### config.mk
export PLATFORM = sky130hd
export DESIGN_NAME = regfile_write_arbiter
export DESIGN_NICKNAME = d
export VERILOG_FILES = /design/src/rtl/regfile_write_arbiter.sv
export SDC_FILE = /design/constraint.sdc
export NUM_CORES = 1
export LEC_CHECK = 0
export CAP_MARGIN = 20
export CORE_MARGIN = 10
export CORE_UTILIZATION = 40
export DETAILED_ROUTE_END_ITERATION = 7
export GPL_ROUTABILITY_DRIVEN = 0
export GPL_TIMING_DRIVEN = 0
export PLACE_DENSITY = 0.86
export SLEW_MARGIN = 20
export SYNTH_ARGS = -nofsm -noshare
export SYNTH_HDL_FRONTEND = slang
export SYNTH_SLANG_ARGS = --single-unit
### constraint.sdc
create_clock -name Clock -period 4.9 [get_ports Clock]
set_input_delay 0.49 -clock Clock [delete_from_list [all_inputs] [get_ports Clock]]
set_output_delay 0.49 -clock Clock [all_outputs]
set_load 0.005 [all_outputs]
### src/rtl/regfile_write_arbiter.sv
// -----------------------------------------------------------------------------
// regfile_write_arbiter
//
// Owns the single write port of the register file. After reset it walks
// x1..x(2^ADDR_WIDTH-1) writing zero, then shares the port between two
// writeback requesters using a valid/ready handshake. All write-port outputs
// are registered and drive RegWrite/WriteReg/WriteData of the register file
// directly.
//
// Parameters
//   DATA_WIDTH     write data width
//   ADDR_WIDTH     register index width (2^ADDR_WIDTH registers)
//   CLEAR_ON_RESET 1: zero-clear sequence after reset, 0: straight to RUN
//   FIXED_PRIORITY 1: Req0 always wins, 0: round-robin
//
// Ports
//   Clock, Reset            rising-edge clock, synchronous active-high reset
//   Req0Valid/Ready/Reg/Data ALU writeback request (Ready is combinational)
//   Req1Valid/Ready/Reg/Data load writeback request (Ready is combinational)
//   RegWrite, WriteReg, WriteData  registered register-file write port
//   Grant                   requester that sourced the current write
//   ClearDone               high while in RUN
// -----------------------------------------------------------------------------
module regfile_write_arbiter #(
    parameter int DATA_WIDTH     = 64,
    parameter int ADDR_WIDTH     = 5,
    parameter bit CLEAR_ON_RESET = 1'b1,
    parameter bit FIXED_PRIORITY = 1'b0
) (
    input  logic                  Clock,
    input  logic                  Reset,
    input  logic                  Req0Valid,
    output logic                  Req0Ready,
    input  logic [ADDR_WIDTH-1:0] Req0Reg,
    input  logic [DATA_WIDTH-1:0] Req0Data,
    input  logic                  Req1Valid,
    output logic                  Req1Ready,
    input  logic [ADDR_WIDTH-1:0] Req1Reg,
    input  logic [DATA_WIDTH-1:0] Req1Data,
    output logic                  RegWrite,
    output logic [ADDR_WIDTH-1:0] WriteReg,
    output logic [DATA_WIDTH-1:0] WriteData,
    output logic                  Grant,
    output logic                  ClearDone
);

    typedef enum logic {CLEAR, RUN} stateType;

    localparam logic [ADDR_WIDTH-1:0] CLR_FIRST = ADDR_WIDTH'(1);
    localparam logic [ADDR_WIDTH-1:0] CLR_LAST  = '1;

    stateType              state;
    stateType              stateNext;
    logic [ADDR_WIDTH-1:0] clr;
    logic [ADDR_WIDTH-1:0] clrNext;
    logic                  last;
    logic                  lastNext;
    logic                  xfer0;
    logic                  xfer1;

    logic                  regWrite_p0;
    logic [ADDR_WIDTH-1:0] writeReg_p0;
    logic [DATA_WIDTH-1:0] writeData_p0;
    logic                  grant_p0;

    // Arbitration. Ready looks only at the Valid lines and arbiter state,
    // never at Reg/Data. Held low while Reset is asserted because the write
    // that handshake would produce is discarded by the reset edge anyway.
    always_comb begin
        Req0Ready = 1'b0;
        Req1Ready = 1'b0;
        if (state == RUN && !Reset) begin
            if (Req0Valid && Req1Valid) begin
                // Round-robin: whoever did not win last time goes now.
                if (FIXED_PRIORITY || last) begin
                    Req0Ready = 1'b1;
                end else begin
                    Req1Ready = 1'b1;
                end
            end else begin
                Req0Ready = Req0Valid;
                Req1Ready = Req1Valid;
            end
        end
    end

    assign xfer0 = Req0Valid && Req0Ready;
    assign xfer1 = Req1Valid && Req1Ready;

    // Next-state and next-output selection (stage p0).
    always_comb begin
        stateNext    = state;
        clrNext      = clr;
        lastNext     = last;
        regWrite_p0  = 1'b0;
        writeReg_p0  = WriteReg;
        writeData_p0 = WriteData;
        grant_p0     = Grant;
        case (state)
            CLEAR: begin
                regWrite_p0  = 1'b1;
                writeReg_p0  = clr;
                writeData_p0 = '0;
                grant_p0     = 1'b0;
                // Leave on the top index instead of incrementing, so clr
                // never wraps back to x0.
                if (clr == CLR_LAST) begin
                    stateNext = RUN;
                end else begin
                    clrNext = clr + CLR_FIRST;
                end
            end
            RUN: begin
                // x0 writes are accepted and counted for fairness, but never
                // reach the register file.
                if (xfer0) begin
                    regWrite_p0  = (Req0Reg != '0);
                    writeReg_p0  = Req0Reg;
                    writeData_p0 = Req0Data;
                    grant_p0     = 1'b0;
                    lastNext     = 1'b0;
                end else if (xfer1) begin
                    regWrite_p0  = (Req1Reg != '0);
                    writeReg_p0  = Req1Reg;
                    writeData_p0 = Req1Data;
                    grant_p0     = 1'b1;
                    lastNext     = 1'b1;
                end
            end
        endcase
    end

    // Stage p0 -> registered write port. last resets to 1 so Req0 wins the
    // first contest after reset.
    always_ff @(posedge Clock) begin
        if (Reset) begin
            state     <= CLEAR_ON_RESET ? CLEAR : RUN;
            clr       <= CLR_FIRST;
            last      <= 1'b1;
            RegWrite  <= 1'b0;
            WriteReg  <= '0;
            WriteData <= '0;
            Grant     <= 1'b0;
            ClearDone <= 1'b0;
        end else begin
            state     <= stateNext;
            clr       <= clrNext;
            last      <= lastNext;
            RegWrite  <= regWrite_p0;
            WriteReg  <= writeReg_p0;
            WriteData <= writeData_p0;
            Grant     <= grant_p0;
            ClearDone <= (stateNext == RUN);
        end
    end

endmodule

==> results.md, run 1 <==
- Yosys warns: 0
- Reg2reg setup slack: 3130 ps
- Reg2reg start: clr[0]
- Hold-fix buffers, CTS: 0
- H-tree Lvls: 3
- Synth top area cells: dfxtp_1 45%, nand3_1 18%, a31oi_1 12%
- CTS Buffer Depth: 2
- Detailed Place HPWL: 11.6 mm
- Chip width: 114 um
- # port buffers: about 210
- Clock Skew: 11.0 ps
- DRT Pass-1 Iters: 5
- Worst r2r path cells: 7
- Clock Latency Late Sink: 350 ps
- Hold path cells: 2
- Final hold vios: 0
- Number of diodes: 0
- Post-synth EDFFs: 0
- CP Capture Type: primary output
- Most frequent cells in the layout: 214 x clkdlybuf4s50_1, 129 x nand3_1, 78 x dfxtp_1, 69 x a31oi_1, 68 x nand2_1
- Max-slew headroom: 0.632
- Period utilization: 0.590
- Final Max Tran Viols: 0
- Hold EP: WriteData[38]
- Static Leak: a little under 2 nW
- Setup TNS: 0 ps
- Adder-Cell Fraction of Synth Area: 0.00715
- Worst Tran Pin Value: 547 ps
- CTS tree: done
- Die height: around 110 um
- Post-CTS Setup Bufs: 0
- #FFs+latches synth: 78
- Unique cell type count in the Yosys netlist: 31
- Yosys top cell by area: dfxtp_1
- Fmax: roughly 350 MHz
- DP Cell Count: 762
- Largest net degree at the start of global routing: 13
- DRT antenna net count: 0
- Post-Route WL: 14.9 mm
- Met1 Use GR: 0.253
- DRC errors left: 0
- P per Cell Area: roughly 230 mW/mm^2
- Vias in the first global route: about 4400
- TritonCTS Sinks: a little under 80
- FF/Latch Area: 0.00156 mm^2
- CTS Buf Count: 9
- # setup viols final: 0
- Post-synthesis xor/xnor area fraction: 0.00750
- # rows: 34
- DR iter-0 viols: 365
- Predominant post-synthesis flop cell: dfxtp_1
- Clock transition at path regs: 70 ps
- RSZ-0062 raised after global routing: false
- Core area: 0.00864 mm^2
- Clock root buffer master: clkbuf_8
- Number of max-cap violations: 0
- Share of cells above drive strength 1: 0.0749
- Mux share of post-synthesis cell area: 0.0143
- Top Ports: 216
- Area grow syn2layout: 71.0%
- Synth Instances: 440
- Post-synthesis compound-gate area fraction: 0.158
- Largest family of logic cells by synthesized area: simple AND/OR/NAND/NOR gates
- Peak VDD IR: 0.168 mV
- Worst Hold Launch: WriteData[38]
- Via count: 4313
- First-pass GRT wire length: 23.4 mm
- Post-layout minimum cycle time: 2890 ps
- Most common cell after layout, fill and taps aside: clkdlybuf4s50_1
- Crit path required time: 4410 ps
- Final nets: ~810
- Post-Route Utilization: 0.694
- Post-synth top area share: 0.446
- Grt ovf: 0
- Grt met3 use: 0.0756
- Met2 usage: 0.363
- Cts repair resizes: 0
- Tightest Hold Check Type: register to register
- Vias per inst: 5.56
- Ys async rst share: 0
- Wire per inst: 19.2 um
- Non-filler instance count after layout: 776
- Crit Path Class: input port to primary output
- Critical Path Fanout Max: 10
- All-Layer GR Usage: 0.220
- Fillcell total: approximately 700
- CP Launch Type: input port
- Netlist Area Pre-Place: 0.00350 mm^2
- Initial antenna violation count: 0
- Area of the multi-input gates: roughly 0.0017 mm^2
- Critical Path AT: 2400 ps
- Reg2reg end: clr[3]
- Syn Nets: around 580
- Status: complete, no violations
- Die Footprint: 0.0129 mm^2
- Register area share after synthesis: 0.446
- Syn Area/Cell: 7.96 um^2
- Starting Density: 0.406
- Area share of and/or/nand/nor cells after synthesis: 0.291
- GR peak layer: met2
[final cells by class]
cell class / instances / share of cell area
tap: 108 / 0.0226
clock buffer: 10 / 0.0230
timing repair buffer: 214 / 0.358
buffer: 46 / 0.0439
sequential: 78 / 0.261
inverter: 1 / 0.000627
clock inverter: 4 / 0.0121
multi-input combinational: 315 / 0.280
[stage by stage]
step / area [um^2] / total power [mW] / worst slack [ps] / hold slack (ps)
final: 5990 / 1.35 / 2010 / 480
after CTS: 5990 / 1.35 / 2020 / 483
after detailed placement: 5780 / 0.839 / 2020 / 470
after global placement: 5780 / 0.837 / 2040 / 466
after global routing: 5990 / 1.40 / 1890 / 503
after floorplan: 3500 / 0.703 / 3120 / 466
[power by group]
part	internal, mW	switching [mW]	total (mW)
combinational	0.120	0.0615	0.182
sequential	0.639	0.00500	0.644
clock	0.295	0.231	0.525
total	1.05	0.297	1.35
[logic make-up after synthesis]
logic type               Yosys count
AO/OA/AOI/OAI                     88
XOR/XNOR                           3
adder cells (fa/ha/maj)            2
buffers and inverters             47
flip-flops                        78
multiplexers                       5
AND/OR/NAND/NOR                  217
[synth_stat cells (all sizes together), types with 3 or more instances]
cell type,count
nor2,6
clkbuf,14
nand3,129
a31oi,69
nand2,68
o21ai,6
buf,32
a21oi,3
o22ai,5
mux2i,5
dfxtp,78
nor2b,6
[sequential cells by signal (all words and copies together), names as in the netlist]
name	cells
WriteReg	5
last	1
state	1
RegWrite	1
clr	5
Grant	1
WriteData	64
[routing by layer]
layer / vias up / share of wire
met5: - / 0
met4: 0 / 0.032
met3: 36 / 0.097
met2: 231 / 0.48
met1: 2006 / 0.39
li1: 2040 / -
[worst max-delay path, stage by stage]
cell             delay, ps
clkdlybuf4s50_1        640
o21a_1                 200
buf_4                  180
buf_2                  230
and2_1                 160
clkdlybuf4s50_1        500
[worst max path at each step]
stage / endpoint / slack (ps) / depth (start not counted) / start
finish: Req0Ready / 2010 / 6 / Req0Valid
detailed placement: Req0Ready / 2020 / 6 / Req0Valid
CTS: Req0Ready / 2020 / 6 / Req0Valid
global route: Req0Ready / 1890 / 6 / Req0Valid
global placement: Req0Ready / 2040 / 6 / Req0Valid
floorplan: Req0Ready / 3120 / 5 / Reset
Note: power is estimated with default switching activity, not from simulation.
==> inputs of run 2 (changes only) <==
Settings changed: CORE_UTILIZATION 40 to 34, PLACE_DENSITY 0.86 to 0.78.
Clock period 4.9 ns to 2.35 ns, I/O delays scaled along.
==> run 2 against run 1 <==
Wire length is 2.1% higher. Highest routed layer unchanged. Clock power rose to 2.6 times the previous value. Utilization decreased by 8.0 points. Non-clock buffer count is 2 lower. Power rose by 130%. Critical endpoint is now Req1Ready. First-iteration DRC count shrank 1.4%. Clock skew about the same.
==> results.md, run 2 (synthesis results as in run 1) <==
- Status: complete, no violations
- CTS tree: done
- Number of max-cap violations: 0
- WP buf/inv: 2
- # setup viols final: 0
- Hold EP: last
- Grt ovf: 0
- Final Max Tran Viols: 0
- Final hold vios: 0
- Core area: 0.00991 mm^2
- Setup ws final: 94.4 ps
- Hold path cells: 4
- Reg2reg start: clr[0]
- Fillcell total: 852
- Psw: 652 uW
- Clock Skew: roughly 11 ps
- Starting Density: 0.353
- # port buffers: about 210
- Static Leak: ~2.0 nW
- # rows: 36
- Post-place setup slack: 11.9 ps
- Detailed Place HPWL: 11.7 mm
- Placement Cell Area: 0.00581 mm^2
- Crit path required time: 2120 ps
- Crit-path max cell delay: 610 ps
- Tightest Hold Check Type: input port to register
- Post-Route WL: 15.2 mm
- Vias per inst: approximately 5.4
- Via count: ~4300
- CTS Buf Count: 9
- Max-slew headroom: 0.594
- Reg power frac: 0.436
- CP max stage cell: clkdlybuf4s50_1
- Setup TNS: 0 ps
- Top Ports: ~220
- CP Launch Type: register
- Most flop-heavy register: WriteData
- Number of diodes: 0
- Clock Latency Late Sink: 340 ps
- Family with the most delay on the worst path: buffers and inverters
- Die Footprint: 0.0148 mm^2
- TritonCTS Sinks: 78
- Die height: 121 um
- Switching share of power: 0.211
- Most common cell after layout, fill and taps aside: clkdlybuf4s50_1
- Post-Route Utilization: 0.614
- Combinational power share: 0.123
- Non-filler instance count after layout: between 800 and 900
- Worst Hold Slack: 374 ps
- Reg2reg end: clr[3]
- DRC errors left: 0
- Share of cells above drive strength 1: 0.0734
- Peak VDD IR: 0.342 mV
- Post-CTS Setup Bufs: 0
- P per Cell Area: about 510 mW/mm^2
- Reg2reg setup slack: 570 ps
- Fin area: 0.00608 mm^2
- First-pass GRT wire length: 23.3 mm
- Critical Path Fanout Max: 10
- RSZ-0062 raised after global routing: false
- Crit Path Class: register to primary output
- Wire per inst: 19.0 um
- Period utilization: 0.960
- Clock root buffer master: clkbuf_8
- Pwr Total: slightly above 3 mW
- Largest registers: WriteData: 64 flops, WriteReg: 5 flops, clr: 5 flops
- Area grow syn2layout: 73.6%
- Fmax: 443 MHz
- Worst Tran Pin Value: roughly 600 ps
- CP Capture Type: primary output
- Critical Path, Cell by Cell: buf_4, nand2_1, a211oi_1, clkdlybuf4s50_1
- Initial antenna violation count: 0
- Post-layout minimum cycle time: 2260 ps
- Worst r2r path cells: 7
- Max reg flops: 64
- DP Cell Count: 787
- CP startpoint: state
- DRT Pass-1 Iters: 5
- Power share of the clock group: 0.442
- Chip width: 121 um
- Clock transition at path regs: 80 ps
- Internal power: 2.43 mW
- DRT antenna net count: 0
- Largest net degree at the start of global routing: 14
- Worst Hold Launch: Req0Valid
- Vias in the first global route: ~4300
- All-Layer GR Usage: 0.194
- Final nets: between 800 and 900
- Critical Path AT: 2020 ps
- Most frequent cells in the layout: 213 x clkdlybuf4s50_1, 129 x nand3_1, 78 x dfxtp_1, 69 x a31oi_1, 68 x nand2_1
- H-tree Lvls: 3
- CTS Buffer Depth: 2
- DR iter-0 viols: 360
[run 2: layer usage]
metal / global-route usage / wire [um]
met3: 0.0707 / 1450
met2: 0.335 / 7590
met1: 0.221 / 6020
met5: 0 / 0
met4: 0.0537 / 186
[run 2: worst max-delay path by stage]
stage          cells after the start   endpoint
2_1_floorplan                      7     clr[3]
3_3_place_gp                       6  Req0Ready
3_5_place_dp                       6  Req0Ready
4_1_cts                            6  Req0Ready
5_1_grt                            4  Req1Ready
6_report                           4  Req1Ready
[run 2: power groups by stage]
stage | registers (mW) | clock network [mW] | logic, mW
2_1_floorplan | 1.37 | 0 | 0.0936
3_3_place_gp | 1.37 | 0 | 0.371
3_5_place_dp | 1.37 | 0 | 0.377
4_1_cts | 1.34 | 1.38 | 0.380
5_1_grt | 1.34 | 1.44 | 0.405
6_report | 1.34 | 1.36 | 0.379
[run 2: final cells by class]
class	instances	area, um^2	area share
buffer	44	255	0.0420
clock buffer	11	141	0.0233
clock inverter	5	129	0.0212
inverter	1	3.75	0.000617
multi-input combinational	315	1680	0.276
sequential	78	1560	0.257
tap	133	166	0.0274
timing repair buffer	214	2140	0.353
[run 2: what timing repair did]
action | in CTS | in global routing
gates cloned | 0 | 0
resized for setup | 2 | 1
hold buffers | 0 | 0
setup endpoints to repair | 1 | 1
[run 2: tightest hold or removal path: cells and delay by family]
| kind | cells | cell delay (ps) |
|---|---|---|
| buf+inv | 1 | 200 |
| simple gates | 2 | 170 |
| compound gates | 1 | 70 |
==> RTL edit (settings of run 2) <==
Change the parameter `ADDR_WIDTH` from 5 to 7.
--- a/src/rtl/regfile_write_arbiter.sv
+++ b/src/rtl/regfile_write_arbiter.sv
@@ -25,3 +25,3 @@
     parameter int DATA_WIDTH     = 64,
-    parameter int ADDR_WIDTH     = 5,
+    parameter int ADDR_WIDTH     = 7,
     parameter bit CLEAR_ON_RESET = 1'b1,
Ports: changed (resized Req0Reg, Req1Reg and WriteReg); port bits go from 216 to 222. The function was not compared with the original's and may differ.
==> RTL edit against run 2 <==
Wire length rose by 5.1%. Sequential cell count rose by 4. Critical path depth rose by 1. Power fell by 1.0%. Hold slack got worse by 0.12 ns. Setup slack improved by 0.11 ns. Core utilization fell by 3.4 points. Area after synthesis rose by 14%. Final area rose by 9.3%. Sequential power rose by 5%. Non-clock buffer count rose by 9. Count of clock-buffer cells in the layout rose by 1. Register-to-register slack improved by 0.06 ns. Largest power group is now registers.
==> RTL edit: results (changes against run 2) <==
| Metric | Value |
|---|---|
| Status | completed |
| Final wirelength | 16.03 mm (+5.1%) |
| Routed wl met2 | 7.718 mm (+1.7%) |
| IO Port Bufs | 220 (+2.8%) |
| Data arrival, critical path | 1.91 ns (-0.11 ns) |
| Internal power | 0.002409 W (-0.91%) |
| Placed Instances | 823 (+4.6%) |
| Largest net degree at the start of global routing | 13 (-1) |
| Post-synthesis sequential area ratio | 41.10% (-3.5 points) |
| Worst Min Path Start | Reset |
| Syn_nets | 607 (+3.9%) |
| Layout cells sized above 1 | 13.09% (+5.8 points) |
| Worst Skew | 0.004854 ns (-0.006592 ns) |
| Initial DRC count | 249 (-31%) |
| Reg2Reg Setup Slack | 0.63 ns (+0.06 ns) |
| Clock Latency Late Sink | 0.32 ns (-0.02 ns) |
| Root Buffer | clkbuf_16 |
| Largest regs | WriteData x64, WriteReg x7, clr x7 |
| Syn Inst Count | 460 (+4.5%) |
| Fill cells | 1023 (+20%) |
| Number of global-route vias before repair | 4605 (+7.3%) |
| Hold EP | clr[2] |
| Post-layout net count | 838 (+3.8%) |
| Top cells by area, synth | dfxtp_1, nor4_2, a21oi_1, nor3_1, nor2_1 |
| Wire length on met1 | 6.440 mm (+6.9%) |
| WL met3 | 1.606 mm (+11%) |
==> RTL edit: how the worst max path moves through the flow <==
stage	start	end	slack, ns	cells past startpoint
floorplan	state	last	0.98	5
finish	state	Req0Ready	0.21	5
detailed placement	Req0Valid	WriteData[32]	0.07	6
global route	state	Req0Ready	0.07	5
global placement	Req0Valid	WriteData[32]	0.14	6
CTS	state	Req0Ready	0.18	5
==> RTL edit: per-layer routing <==
layer  up-vias  global-route usage, %
li1       2147                      -
met1      2100                  21.03
met2       180                  30.06
met3        19                  7.023
met4         0                  6.093
met5         -                      0
==> RTL edit: layout make-up <==
class	instances	area share [%]
buffer	47	3.784
clock buffer	12	3.859
clock inverter	3	0.2259
inverter	2	0.1130
multi-input combinational	329	31.49
sequential	82	24.70
tap	143	2.692
timing repair buffer	220	33.13
==> RTL edit: cells by family after synthesis <==
family          count (synthesis)  synth area share [%]
simple gates                  224                 36.56
flops                          82                 41.10
xor+xnor                        3                0.6580
buf+inv                        49                 6.485
fa+ha+maj                       1                0.3132
mux                             7                 1.754
compound gates                 94                 13.13
==> RTL edit: worst max-delay path, stage by stage (launching register included) <==
cell	delay (ns)
dfxtp_1	0.36
nor2b_4	0.22
nand3_2	0.12
inv_2	0.09
buf_2	0.24
clkdlybuf4s50_1	0.55
==> RTL edit: through the flow <==
stage	area [um2]	power [W]	hold WS (ns)
final	6646	0.003051	0.2510
after global routing	6646	0.003173	0.2610
after CTS	6646	0.003091	0.2405
after detailed placement	6375	0.001787	0.4784
after global placement	6375	0.001783	0.4690
after floorplan	3994	0.001508	0.3715
==> RTL edit: power groups by stage <==
stage	Combinational (W)	Sequential [W]	Clock [W]
detailed placement	0.000344	0.00144	0
global placement	0.000342	0.00144	0
floorplan	0.0000669	0.00144	0
finish	0.000347	0.00141	0.00129
global route	0.000369	0.00141	0.00139
CTS	0.000348	0.00141	0.00133
